==> src/rtl/baud_rate_generator.sv <==
// baud_rate_generator: programmable divisor producing registered sample (rx) and bit (tx) rate ticks.
// Define BAUD_RESYNC_EN to add the resync input that recentres the sample phase on a start edge.
module baud_rate_generator #(
    parameter int CNT_W   = 16,
    parameter int OVS     = 16,
    parameter int RST_DIV = 122
) (
    input  logic             clk,
    input  logic             rst,
    input  logic             en,
    input  logic             div_wr_lo,
    input  logic             div_wr_hi,
    input  logic [7:0]       div_data,
`ifdef BAUD_RESYNC_EN
    input  logic             resync,
`endif
    output logic [CNT_W-1:0] div_q,
    output logic             rx_tick,
    output logic             tx_tick
);
    localparam logic [3:0] OCNT_TOP = 4'(OVS - 1);
    logic [CNT_W-1:0] div_q_q, div_d, cnt_q, cnt_d;
    logic [3:0]       ocnt_q, ocnt_d;
    logic             rx_q, rx_d, tx_q, tx_d;
    logic             wr, rs, fire;
`ifdef BAUD_RESYNC_EN
    assign rs = resync;
`else
    assign rs = 1'b0;
`endif
    assign wr   = div_wr_lo | div_wr_hi;
    assign fire = en && cnt_q == '0 && !wr && !rs;
    always_comb begin
        div_d = div_q_q;
        if (div_wr_lo) div_d[7:0] = div_data;
        if (div_wr_hi) div_d[CNT_W-1:8] = div_data[CNT_W-9:0];
    end
    // write beats resync beats the enabled count; everything else holds
    always_comb begin
        cnt_d  = wr ? div_d : rs ? div_q_q >> 1 : !en ? cnt_q : fire ? div_q_q : cnt_q - 1'b1;
        ocnt_d = (wr || rs) ? OCNT_TOP : !fire ? ocnt_q : ocnt_q == 4'd0 ? OCNT_TOP : ocnt_q - 4'd1;
        rx_d   = fire;
        tx_d   = fire && ocnt_q == 4'd0;
    end
    always_ff @(posedge clk) begin
        if (rst) begin
            div_q_q <= CNT_W'(RST_DIV);
            cnt_q   <= CNT_W'(RST_DIV);
            ocnt_q  <= OCNT_TOP;
            rx_q    <= 1'b0;
            tx_q    <= 1'b0;
        end else begin
            div_q_q <= div_d;
            cnt_q   <= cnt_d;
            ocnt_q  <= ocnt_d;
            rx_q    <= rx_d;
            tx_q    <= tx_d;
        end
    end
    assign div_q   = div_q_q;
    assign rx_tick = rx_q;
    assign tx_tick = tx_q;
endmodule

==> config.mk <==
export PLATFORM = sky130hd
export DESIGN_NAME = baud_rate_generator
export DESIGN_NICKNAME = d
export VERILOG_FILES = /design/src/rtl/baud_rate_generator.sv
export SDC_FILE = /design/constraint.sdc
export NUM_CORES = 1
export LEC_CHECK = 0
export BUFFER_PORTS_ARGS = -buffer_cell sky130_fd_sc_hd__buf_2
export CORE_AREA = 2 2 66 68
export CTS_CLUSTER_DIAMETER = 30
export DETAILED_ROUTE_END_ITERATION = 10
export DIE_AREA = 0 0 68 70
export HOLD_SLACK_MARGIN = 0.08
export PLACE_DENSITY = 0.76
export RECOVER_POWER = 100
export SYNTH_ARGS = -nofsm -noshare
export SYNTH_HDL_FRONTEND = slang
export SYNTH_SLANG_ARGS = --single-unit
==> constraint.sdc <==
create_clock -name clk -period 2.6 [get_ports clk]
set_input_delay 0.13 -clock clk [delete_from_list [all_inputs] [get_ports clk]]
set_output_delay 0.13 -clock clk [all_outputs]
set_load 0.05 [all_outputs]
==> impl_results.md <==
* First-pass GRT wire length at 8200 um
* Largest area contributor in the netlist: dfxtp_1
* Post_cts resized at 0
* Root Driver: clkbuf_8
* Die area at 0.00476 mm^2
* Maxcap violations at 0
* Final setup vio count at 0
* Area growth, synth to finish at 10.6%
* Synthesized area per cell at 8.15 um^2
* DP HPWL at 3460 um
* Setup bufs post-CTS at 0
* Vias in the first global route at roughly 1700
* Top cell type's share of synthesized area at about 37%
* Sw power at around 0.40 mW
* Maximum VDD drop at 365 uV
* Initial antenna violation count at 0
* Unrepaired setup endpoints after global routing: false
* Sequential Power Share at approximately 51%
* Maximum net fanout on the critical path at 8
* Fin nets at slightly below 300
* Synth Area in XOR/XNOR at 4.68%
* Post-route clock period utilization at 87.8%
* Clk_skew at a little under 0.008 ns
* DRT iter0 DRCs at about 130
* Post-synthesis mux area share at 4.37%
* CTS buffer count at 5
* Crit-path cells: inv_1, ha_1, nor3b_2, nand4_2, nor2_1, clkbuf_1, nand2_1, nor3_1
* Tmin final at 2.28 ns
* Synthesized netlist cell count at roughly 250
* Final Hold Fails at 0
* Required time worst endpoint at 2.82 ns
* PwrDens at about 560 mW/mm^2
* # IOs at 31
* Outcome: finished, final reports clean
* Number of synthesized register bits at 38
* Post-synthesis async set-or-reset flop share at 0%
* Routed WL at between 4000 and 5000 um
* DR DRC count at 0
* Final Wtd Congestion at between 0.9 and 1
* Crit. End Element: flip-flop
* Clk_lat worst skew at just under 0.3 ns
* Biggest cell delay along the critical path at between 0.4 and 0.5 ns
* Max Slew Vio Count at 0
* Top cells by area, synth: dfxtp_1 (37%), a21oi_1 (7.5%), nor3b_1 (4.7%)
* CTS clk-pin slew, worst paths at about 0.08 ns
* Compound-Gate Fraction of Synth Area at a little over a fifth
* Die W at around 68 um
* Remaining Overflow, GRT at 0
* H-tree depth at 2
* Fin Setup TNS at 0 ns
* Int Pwr at between 0.8 and 0.9 mW
* Startpoint Class: flip-flop
* DR vias/cell at just under 6
* Port Buffers at 30
* Final Instance Area at between 0.002 and 0.0025 mm^2
* Clock Sinks at 38
* CTS tree: yes
* Worst slew pin tran at slightly below 0.9 ns
* Synth warn at 0
* Comb pwr share at approximately 18%
* Cell variety after synth at 46
* Fraction of layout cells with a size suffix above 1 at a little under a tenth
* Final hold slack at 0.112 ns
* Starting density of the core at 49.7%
* Largest net degree at the start of global routing at 29
* Drt pass-1 iters at 4
* Placed cell areas at approximately 0.0022 mm^2
* Top_reg_cell synth: dfxtp_1
* Synthesized-area fraction occupied by adder cells at 1.21%
* Inserted Diodes at 0
* WP data arrival at ~2.5 ns
* Post-synth EDFFs at 0
* Mapped cell area at 0.00206 mm^2
* Fmax at approximately 0.44 GHz
* Core area at 0.00414 mm^2
* Worst rel slew slack at 41.3%
* Post-CTS Hold Buffers at 0
* Post-route ant nets at 0
* Clock power share at 30.6%
* Sw Ratio at 31.7%
* Clk buf depth at 2
* Seq/Total Area, Yosys at a little under two fifths
* CP max stage cell: nor3b_2
* Static leakage at 0.860 nW
* Die height at around 70 um
* Via count at 1930
* Crit Path Class: reg2reg
* HP Class: in2reg
* GRT Util Overall at 22.3%
* FP Rows at 24
* Simple-Gate Fraction of Synth Area at about 27%
* Synthesized Nets at about 270
* Post-detailed-route wirelength per cell at 15.0 um
* Largest family of logic cells by synthesized area: simple AND/OR/NAND/NOR gates
## registers in the layout, indices dropped and copies added (netlist names)
name,count
div_q,16
cnt_q,16
ocnt_q,4
tx_tick,1
rx_tick,1
## area by class of cell
class,instances,area [um^2]
sequential,38,761
clock inverter,2,10.0
multi-input combinational,188,1200
clock buffer,5,68.8
tap,52,65.1
timing repair buffer,34,140
inverter,10,37.5
fill,412,1860
## cell families after synthesis
kind of cell | Yosys count
simple gates | 97
compound gates | 69
buf+inv | 27
mux | 9
fa+ha+maj | 2
xor+xnor | 11
flops | 38
## path summary, 6_finish.rpt
path / from / slack (ns) / cells past startpoint / to
setup / recovery: cnt_q[0] / 0.32 / 8 / tx_tick
hold / removal: div_data[7] / 0.11 / 3 / div_q[7]
setup reg to reg: cnt_q[0] / 0.32 / 8 / tx_tick
hold reg to reg: div_q[12] / 0.51 / 2 / div_q[12]
## through the flow
stage	utilization [%]	setup WS (ns)	instances	power (mW)
5_1_grt	55.0	0.121	329	1.33
6_report	55.0	0.318	329	1.28
3_3_place_gp	54.1	0.505	322	0.898
4_1_cts	56.0	0.373	329	1.29
3_5_place_dp	54.1	0.418	322	0.902
2_1_floorplan	-	0.643	253	0.841
## critical path: cells and delay by family, from the launching register on
family | cells | cell delay, ns
adder cells (fa/ha/maj) | 1 | 0.17
buffers and inverters | 2 | 0.36
flip-flops | 1 | 0.34
AND/OR/NAND/NOR | 5 | 1.32
## power groups by stage
stage | clock [mW] | sequential [mW] | combinational (mW)
floorplan | 0 | 0.711 | 0.130
global placement | 0 | 0.666 | 0.232
detailed placement | 0 | 0.667 | 0.235
CTS | 0.395 | 0.654 | 0.236
global route | 0.417 | 0.660 | 0.250
finish | 0.391 | 0.655 | 0.230
## per-layer routing
metal	wire, um	track usage, %	vias up
met5	0	0	-
met4	62	8.00	0
met3	238	4.83	6
met2	2350	34.3	36
met1	2290	30.4	930
li1	-	-	958
## layout by cell type (no fill, tap or decap), types with 8 or more instances in the layout
cell type and count:
dfxtp_1 38, a21oi_1 31, nor2_1 25, clkbuf_1 24, nand2_1 16, nor3b_1 13, inv_1 10, buf_2 10
nor3_1 9, mux2i_1 9, o21ai_0 8
## synthesized netlist by cell type (2+ instances only)
master and count:
a211oi_1 2, a21oi_1 31, a22o_1 2, a31oi_1 2, and2_1 2, and3_1 3, buf_1 3, clkbuf_1 13
dfxtp_1 38, ha_1 2, inv_1 10, mux2i_1 9, nand2_1 16, nand2b_1 6, nand3_1 4, nand3b_1 2
nand4_1 5, nor2_1 25, nor2b_1 2, nor3_1 9, nor3b_1 13, o2111ai_1 2, o211ai_1 5, o21a_1 3
o21ai_0 8, o221ai_1 6, o31ai_1 2, xnor2_1 6, xor2_1 5
Note: power is estimated with default switching activity, not from simulation.
